[src/rtl/reg_pipeline.sv]
// Elastic DEPTH-stage register pipeline with valid/ready handshake, synchronous
// flush and a registered occupancy count.
module reg_pipeline #(
    parameter int unsigned      WIDTH       = 32,
    parameter int unsigned      DEPTH       = 4,
    parameter logic [WIDTH-1:0] RESET_VALUE = '0
) (
    input  logic                       clk,
    input  logic                       reset,
    input  logic                       flush,
    input  logic                       in_valid,
    output logic                       in_ready,
    input  logic [WIDTH-1:0]           in_data,
    output logic                       out_valid,
    input  logic                       out_ready,
    output logic [WIDTH-1:0]           out_data,
    output logic [$clog2(DEPTH+1)-1:0] occupancy
);

    localparam int unsigned OCC_W = $clog2(DEPTH + 1);

    logic [DEPTH-1:0] w_valid;
    logic [WIDTH-1:0] w_data [DEPTH];
    logic [DEPTH-1:0] w_rdy;
    logic             w_in_fire;
    logic             w_out_fire;
    logic [OCC_W-1:0] r_occ;

    assign in_ready   = w_rdy[0] & ~flush;
    assign w_in_fire  = in_valid & in_ready;
    assign out_valid  = w_valid[DEPTH-1];
    assign out_data   = w_data[DEPTH-1];
    assign w_out_fire = out_valid & out_ready;
    assign occupancy  = r_occ;

    for (genvar g = 0; g < DEPTH; g++) begin : g_stage
        logic             r_v;
        logic [WIDTH-1:0] r_d;
        logic             w_up_valid;
        logic [WIDTH-1:0] w_up_data;

        // A stage may load when any stage from here to the output is empty,
        // or the consumer is taking the head item.
        assign w_rdy[g] = out_ready | ~(&w_valid[DEPTH-1:g]);

        if (g == 0) begin : g_head
            assign w_up_valid = in_valid;
            assign w_up_data  = in_data;
        end else begin : g_body
            assign w_up_valid = w_valid[g-1];
            assign w_up_data  = w_data[g-1];
        end

        always_ff @(posedge clk or posedge reset) begin
            if (reset) begin
                r_v <= 1'b0;
                r_d <= RESET_VALUE;
            end else if (flush) begin
                r_v <= 1'b0;
            end else if (w_rdy[g]) begin
                r_v <= w_up_valid;
                if (w_up_valid) begin
                    r_d <= w_up_data;
                end
            end
        end

        assign w_valid[g] = r_v;
        assign w_data[g]  = r_d;
    end

    // Occupancy tracks accepted minus delivered items; flush empties it.
    always_ff @(posedge clk or posedge reset) begin
        if (reset) begin
            r_occ <= '0;
        end else if (flush) begin
            r_occ <= '0;
        end else begin
            case ({w_in_fire, w_out_fire})
                2'b10:   r_occ <= r_occ + OCC_W'(1);
                2'b01:   r_occ <= r_occ - OCC_W'(1);
                default: r_occ <= r_occ;
            endcase
        end
    end

endmodule
[config.mk]
export PLATFORM = sky130hd
export DESIGN_NAME = reg_pipeline
export DESIGN_NICKNAME = d
export VERILOG_FILES = /design/src/rtl/reg_pipeline.sv
export SDC_FILE = /design/constraint.sdc
export NUM_CORES = 1
export LEC_CHECK = 0
export ABC_AREA = 1
export CAP_MARGIN = 5
export CORE_MARGIN = 8
export CORE_UTILIZATION = 50
export DETAILED_ROUTE_END_ITERATION = 12
export PLACE_DENSITY = 0.82
export SYNTH_ARGS = -nofsm -noshare
export SYNTH_HDL_FRONTEND = slang
export SYNTH_SLANG_ARGS = --single-unit
[constraint.sdc]
create_clock -name clk -period 6 [get_ports clk]
set_clock_uncertainty 0.05 [all_clocks]
set_input_delay 1.2 -clock clk [delete_from_list [all_inputs] [get_ports clk]]
set_output_delay 1.2 -clock clk [all_outputs]
set_load 0.03 [all_outputs]
==> results of run 1 <==
## power groups by stage
stage,logic [W],clock network [W],registers [W]
floorplan,0.000207,0,0.00132
global placement,0.000544,0,0.00119
detailed placement,0.000563,0,0.00120
CTS,0.000568,0.000967,0.00119
global route,0.000617,0.00101,0.00121
finish,0.000559,0.000947,0.00119
## registers in the layout, summed over array words and instances, names as in the netlist
signal	flops
occupancy	3
g_stage.r_d	96
out_data	32
g_stage.r_v	3
out_valid	1
## path summary, 6_finish.rpt
kind                              start            endpoint  cells past startpoint
max                           out_ready            in_ready                      4
min                        out_data[14]        out_data[14]                      2
max reg2reg                   out_valid  g_stage[1].r_d[17]                      5
min reg2reg                out_data[14]        out_data[14]                      2
max in group asynchronous         reset        out_data[29]                      3
min in group asynchronous         reset        out_data[13]                      2
## logic make-up after synthesis
logic type,Yosys count,share of synthesized area (%)
buf+inv,103,8.78
compound gates,134,14.1
fa+ha+maj,1,0.383
simple gates,156,11.9
xor+xnor,1,0.168
flops,135,64.6
## metrics by stage
| stage | util [%] | hold slack, ps | area, um2 | std cells | setup WS, ps |
|---|---|---|---|---|---|
| after floorplan | - | 404 | 5230 | 530 | 1140 |
| after global placement | 58.5 | 415 | 5990 | 716 | 2070 |
| after detailed placement | 58.5 | 422 | 5990 | 716 | 2010 |
| after CTS | 64.0 | 438 | 6550 | 748 | 1990 |
| after global routing | 64.0 | 458 | 6550 | 748 | 1950 |
| final | 64.0 | 431 | 6550 | 748 | 2000 |
## layer usage
| metal | global-route usage (%) | share of wire (%) |
|---|---|---|
| met2 | 25.3 | 51 |
| met1 | 18.0 | 44 |
| met4 | 5.52 | 1.3 |
| met3 | 4.71 | 4.1 |
| met5 | 0 | 0 |
## cells in the final DEF (no fill, tap or decap), types with 2 or more instances in the layout
cell and instances:
nand2_1 79, clkbuf_8 2, nand3_1 3, dfrtp_1 135, o21ai_0 64, clkbuf_16 16
clkinvlp_4 4, inv_6 3, a21oi_1 51, a21oi_2 17, nor2_1 67, clkinv_2 3
clkinv_4 4, buf_4 3, nand3_2 4, inv_1 75, nand2_2 2, clkdlybuf4s50_1 73
## area by class of cell
type,instances,area (um2)
timing repair buffer,76,753
inverter,77,294
fill,812,3690
tap,136,170
clock buffer,18,428
sequential,135,3380
multi-input combinational,292,1390
clock inverter,14,128
## critical path: cells and delay by family
kind,cells,cell delay [ps]
buffers and inverters,2,1300
and+or+nand+nor,1,80
AOI/OAI and AO/OA,1,170
==> impl_metrics.ini, run 1 <==
[run_status]
status = complete, no violations

[placement]
place_congestion = 0.742
port_buffers = 73
place_hpwl_mm = 6.37

[floorplan]
dieWidth_um = 118
pin_count = 74
die_h_um = 118
core-area_um2 = 10200
initial_core_util_pct = 51.1
dieArea_um2 = 14000
fp-row-count = 37

[worst_setup_path]
worstSetupStartpointType = input port
crit_chain = clkdlybuf4s50_1, nor2_4, a21oi_1, clkdlybuf4s50_1
slowest_delay_ps = 710
slowest_stage = clkdlybuf4s50_1
cpMostUsedCell = clkdlybuf4s50_1
arrival_ps = 2750
end_kind = primary output
worstPathMaxFanout = 5
worstSetupPathType = input port to primary output
required_ps = 4750
r2r_setup_slack_ps = 3740

[sta]
fin_crit_sh_pct = 66.7
slew_viol_final = 0
fmax_ghz = 0.250
rsz0062_at_grt = false
setup-tns-final_ps = 0
worstMarginPinSlew_ps = 1090
period_minus_slack_ps = 4000
max_slew_margin_pct = 27.6
setup_viol = 0
final_hold_viol_count = 0

[synth]
synth_top_area_share_pct = 64.6
ys_ff_latch = 135
seq_area_frac_synth_pct = 64.6
synth_most_common_cell = dfrtp_1
synthTopCellsByCount = dfrtp_1, nand2_1, inv_1
synthCells = 530
ys.warnings.count = 0
synth_fp_nets = 568
async_flop_share_pct = 100
syn_avg_cell_area_um2 = 9.87
yosysUniqueCellTypes = 20
synth_ff_type = dfrtp_1
ys_top_cells_by_area = dfrtp_1, o21ai_0, nand2_1
yosysTopAreaCell = dfrtp_1
synth_edf_count = 0
synth_area_um2 = 5230

[job]
cap_viol_max_count = 0

[power]
p_seq_share_pct = 44.1
power.internal_w = 0.00189
comb_power_share_pct = 20.7
irDropWorstVdd_v = 0.000172
switching_share_pct = 29.9
p_clk_share_pct = 35.1
power.switching_w = 0.000806
leakage_nw = 3.23
power.total_w = 0.00270
power.density_nw_per_um2 = 412

[final_layout]
layout.nets = 637
diodes = 0
area_delta_synth_final_pct = 25.2
final_layout_size_suffix_gt1_share_pct = 9.97

[routing]
first_pass_iters = 5
drc_errors = 0
viasPerCell = 4.83
vias = 3614
drt_iter0_drc = 221
antenna_left = 0
wirelength_mm = 10.0
wl_per_cell_um = 13.4

[clocking]
cts_tree = yes
clock_latency_ps = 510
postCtsSetupBuffers = 0
numClockSinks = 135
post_cts_resized = 0
hold_buffers = 0
cts_root_buf = clkbuf_8
htreeDepth = 4
clkTransAtPathRegs_ps = 60
cts_max_path_buffers = 2
cts_made_buffers = 17

[global_routing]
overflow = 0
grtUsageTotal_pct = 15.1
grt_max_degree = 84
antenna_found_initial = 0
grt_pass1_vias = 3674
grt_first_pass_wirelength_mm = 17.3

[hold_path]
hp-class = register to register
Power figures use the tool's default switching activity.
==> run 2, diff against run 1 <==
- CORE_UTILIZATION: 50 -> 49
- PLACE_DENSITY: 0.82 -> 0.84
- clock period: 6 -> 3.6 ns (I/O delays scaled with it)
==> impl_metrics.ini, run 2 (same netlist as run 1, synthesis figures left out) <==
[worst_setup_path]
crit_chain = clkdlybuf4s50_1, nor2_4, a21oi_1, clkdlybuf4s50_1
r2r-end = g_stage[1].r_d[20]
worstPathMaxFanout = 5
timing.rr.start = out_valid
worstSetupPathType = input port to primary output
worstSetupStartpointType = input port
required_ps = 2830
cpMostUsedCell = clkdlybuf4s50_1
arrival_ps = 2220
end_kind = primary output
slowest_stage = clkdlybuf4s50_1
worst_r2r_path_depth = 5
r2r_setup_slack_ps = 1410
slowest_delay_ps = 700
cp-startpoint = out_ready

[job]
cap_viol_max_count = 0

[sta]
slew_viol_final = 0
final_hold_viol_count = 0
max_slew_margin_pct = 30.8
setup-tns-final_ps = 0
setup_viol = 0
setup_ws_ps = 614
rsz0062_at_grt = false
worstMarginPinSlew_ps = 1040
fmax_ghz = 0.335
fin_crit_sh_pct = 83.0
period_minus_slack_ps = 2990

[global_routing]
grtUsageTotal_pct = 14.8
grt_max_degree = 65
grt_first_pass_wirelength_mm = 17.1
antenna_found_initial = 0
grt_pass1_vias = 3663
overflow = 0

[final_layout]
layout.nets = 641
final_common_cell = dfrtp_1
n_fill_cell = 811
layout_common_cells = dfrtp_1, nand2_1, inv_1
diodes = 0
area_delta_synth_final_pct = 25.9
final_layout_size_suffix_gt1_share_pct = 9.79
largest_reg_flops = 96
largest-register = g_stage.r_d

[routing]
first_pass_iters = 4
antenna_left = 0
wirelength_mm = 10.1
drt_iter0_drc = 226
drc_errors = 0
viasPerCell = 4.79
vias = 3588
wl_per_cell_um = 13.4

[clocking]
htreeDepth = 4
hold_buffers = 0
cts_max_path_buffers = 2
clkTransAtPathRegs_ps = 60
post_cts_resized = 0
postCtsSetupBuffers = 0
numClockSinks = 135
cts_root_buf = clkbuf_8
cts_tree = yes
clock_latency_ps = 520
cts_made_buffers = 17

[floorplan]
dieArea_um2 = 14200
initial_core_util_pct = 50.6
fp-row-count = 37
dieWidth_um = 119
pin_count = 74
core-area_um2 = 10300
die_h_um = 119

[placement]
place_congestion = 0.722
place_hpwl_mm = 6.77
port_buffers = 73
post-place-ws_ps = 567

[power]
power.density_nw_per_um2 = 671
leakage_nw = 3.25
irDropWorstVdd_v = 0.000273

[hold_path]
whs_path_depth = 2
holdPathEnd = out_data[16]
hp-class = register to register
worstHoldStart = out_data[16]

[run_status]
status = complete, no violations
## run 2: changes by cell type in the layout (fill, tap and decap cells not counted)
cell	change
buf_12	+4
clkinv_2	+1
clkinv_4	-3
clkbuf_1	+2
inv_6	-3
## run 2: final cells by class
class	count	area [um2]	share of cell area, %
Sequential cell	135	3380	51.3
Multi-Input combinational cell	292	1390	21.2
Timing Repair Buffer	80	833	12.7
Clock buffer	20	435	6.61
Inverter	77	293	4.45
Tap cell	136	170	2.58
Clock inverter	9	81.3	1.24
## run 2: per-layer routing
| layer | track usage (%) | vias to the layer above | wire length [um] |
|---|---|---|---|
| met5 | 0 | - | 0 |
| met3 | 4.44 | 16 | 460 |
| met1 | 17.1 | 1704 | 4260 |
| met2 | 25.1 | 65 | 5170 |
| li1 | - | 1803 | - |
| met4 | 6.56 | 0 | 169 |
## run 2: per-stage QoR
stage	area [um2]	utilization (%)	total power [W]	hold WS, ps	instances
6_report	6590	63.8	0.00442	432	749
3_5_place_dp	6070	58.8	0.00295	423	720
5_1_grt	6590	63.8	0.00464	446	749
3_3_place_gp	6070	58.8	0.00290	415	720
2_1_floorplan	5230	-	0.00255	404	530
4_1_cts	6590	63.8	0.00447	437	749
## run 2: power by group
group	leakage (nW)	internal (W)	switching (W)
combinational	1.42	0.000381	0.000560
sequential	1.58	0.00184	0.000142
clock	0.248	0.000915	0.000583
total	3.25	0.00314	0.00128
## run 2: worst max path at each step
stage,to,slack [ps],cells past startpoint
global placement,in_ready,640,4
global route,in_ready,540,4
floorplan,g_stage[0].r_d[0],1150,1
CTS,in_ready,610,4
finish,in_ready,610,4
detailed placement,g_stage[1].r_d[20],570,4
## run 2: worst max-delay path, delay by kind of cell
kind | cells | cell delay [ps]
AO/OA/AOI/OAI | 1 | 130
buffers and inverters | 2 | 1280
AND/OR/NAND/NOR | 1 | 80
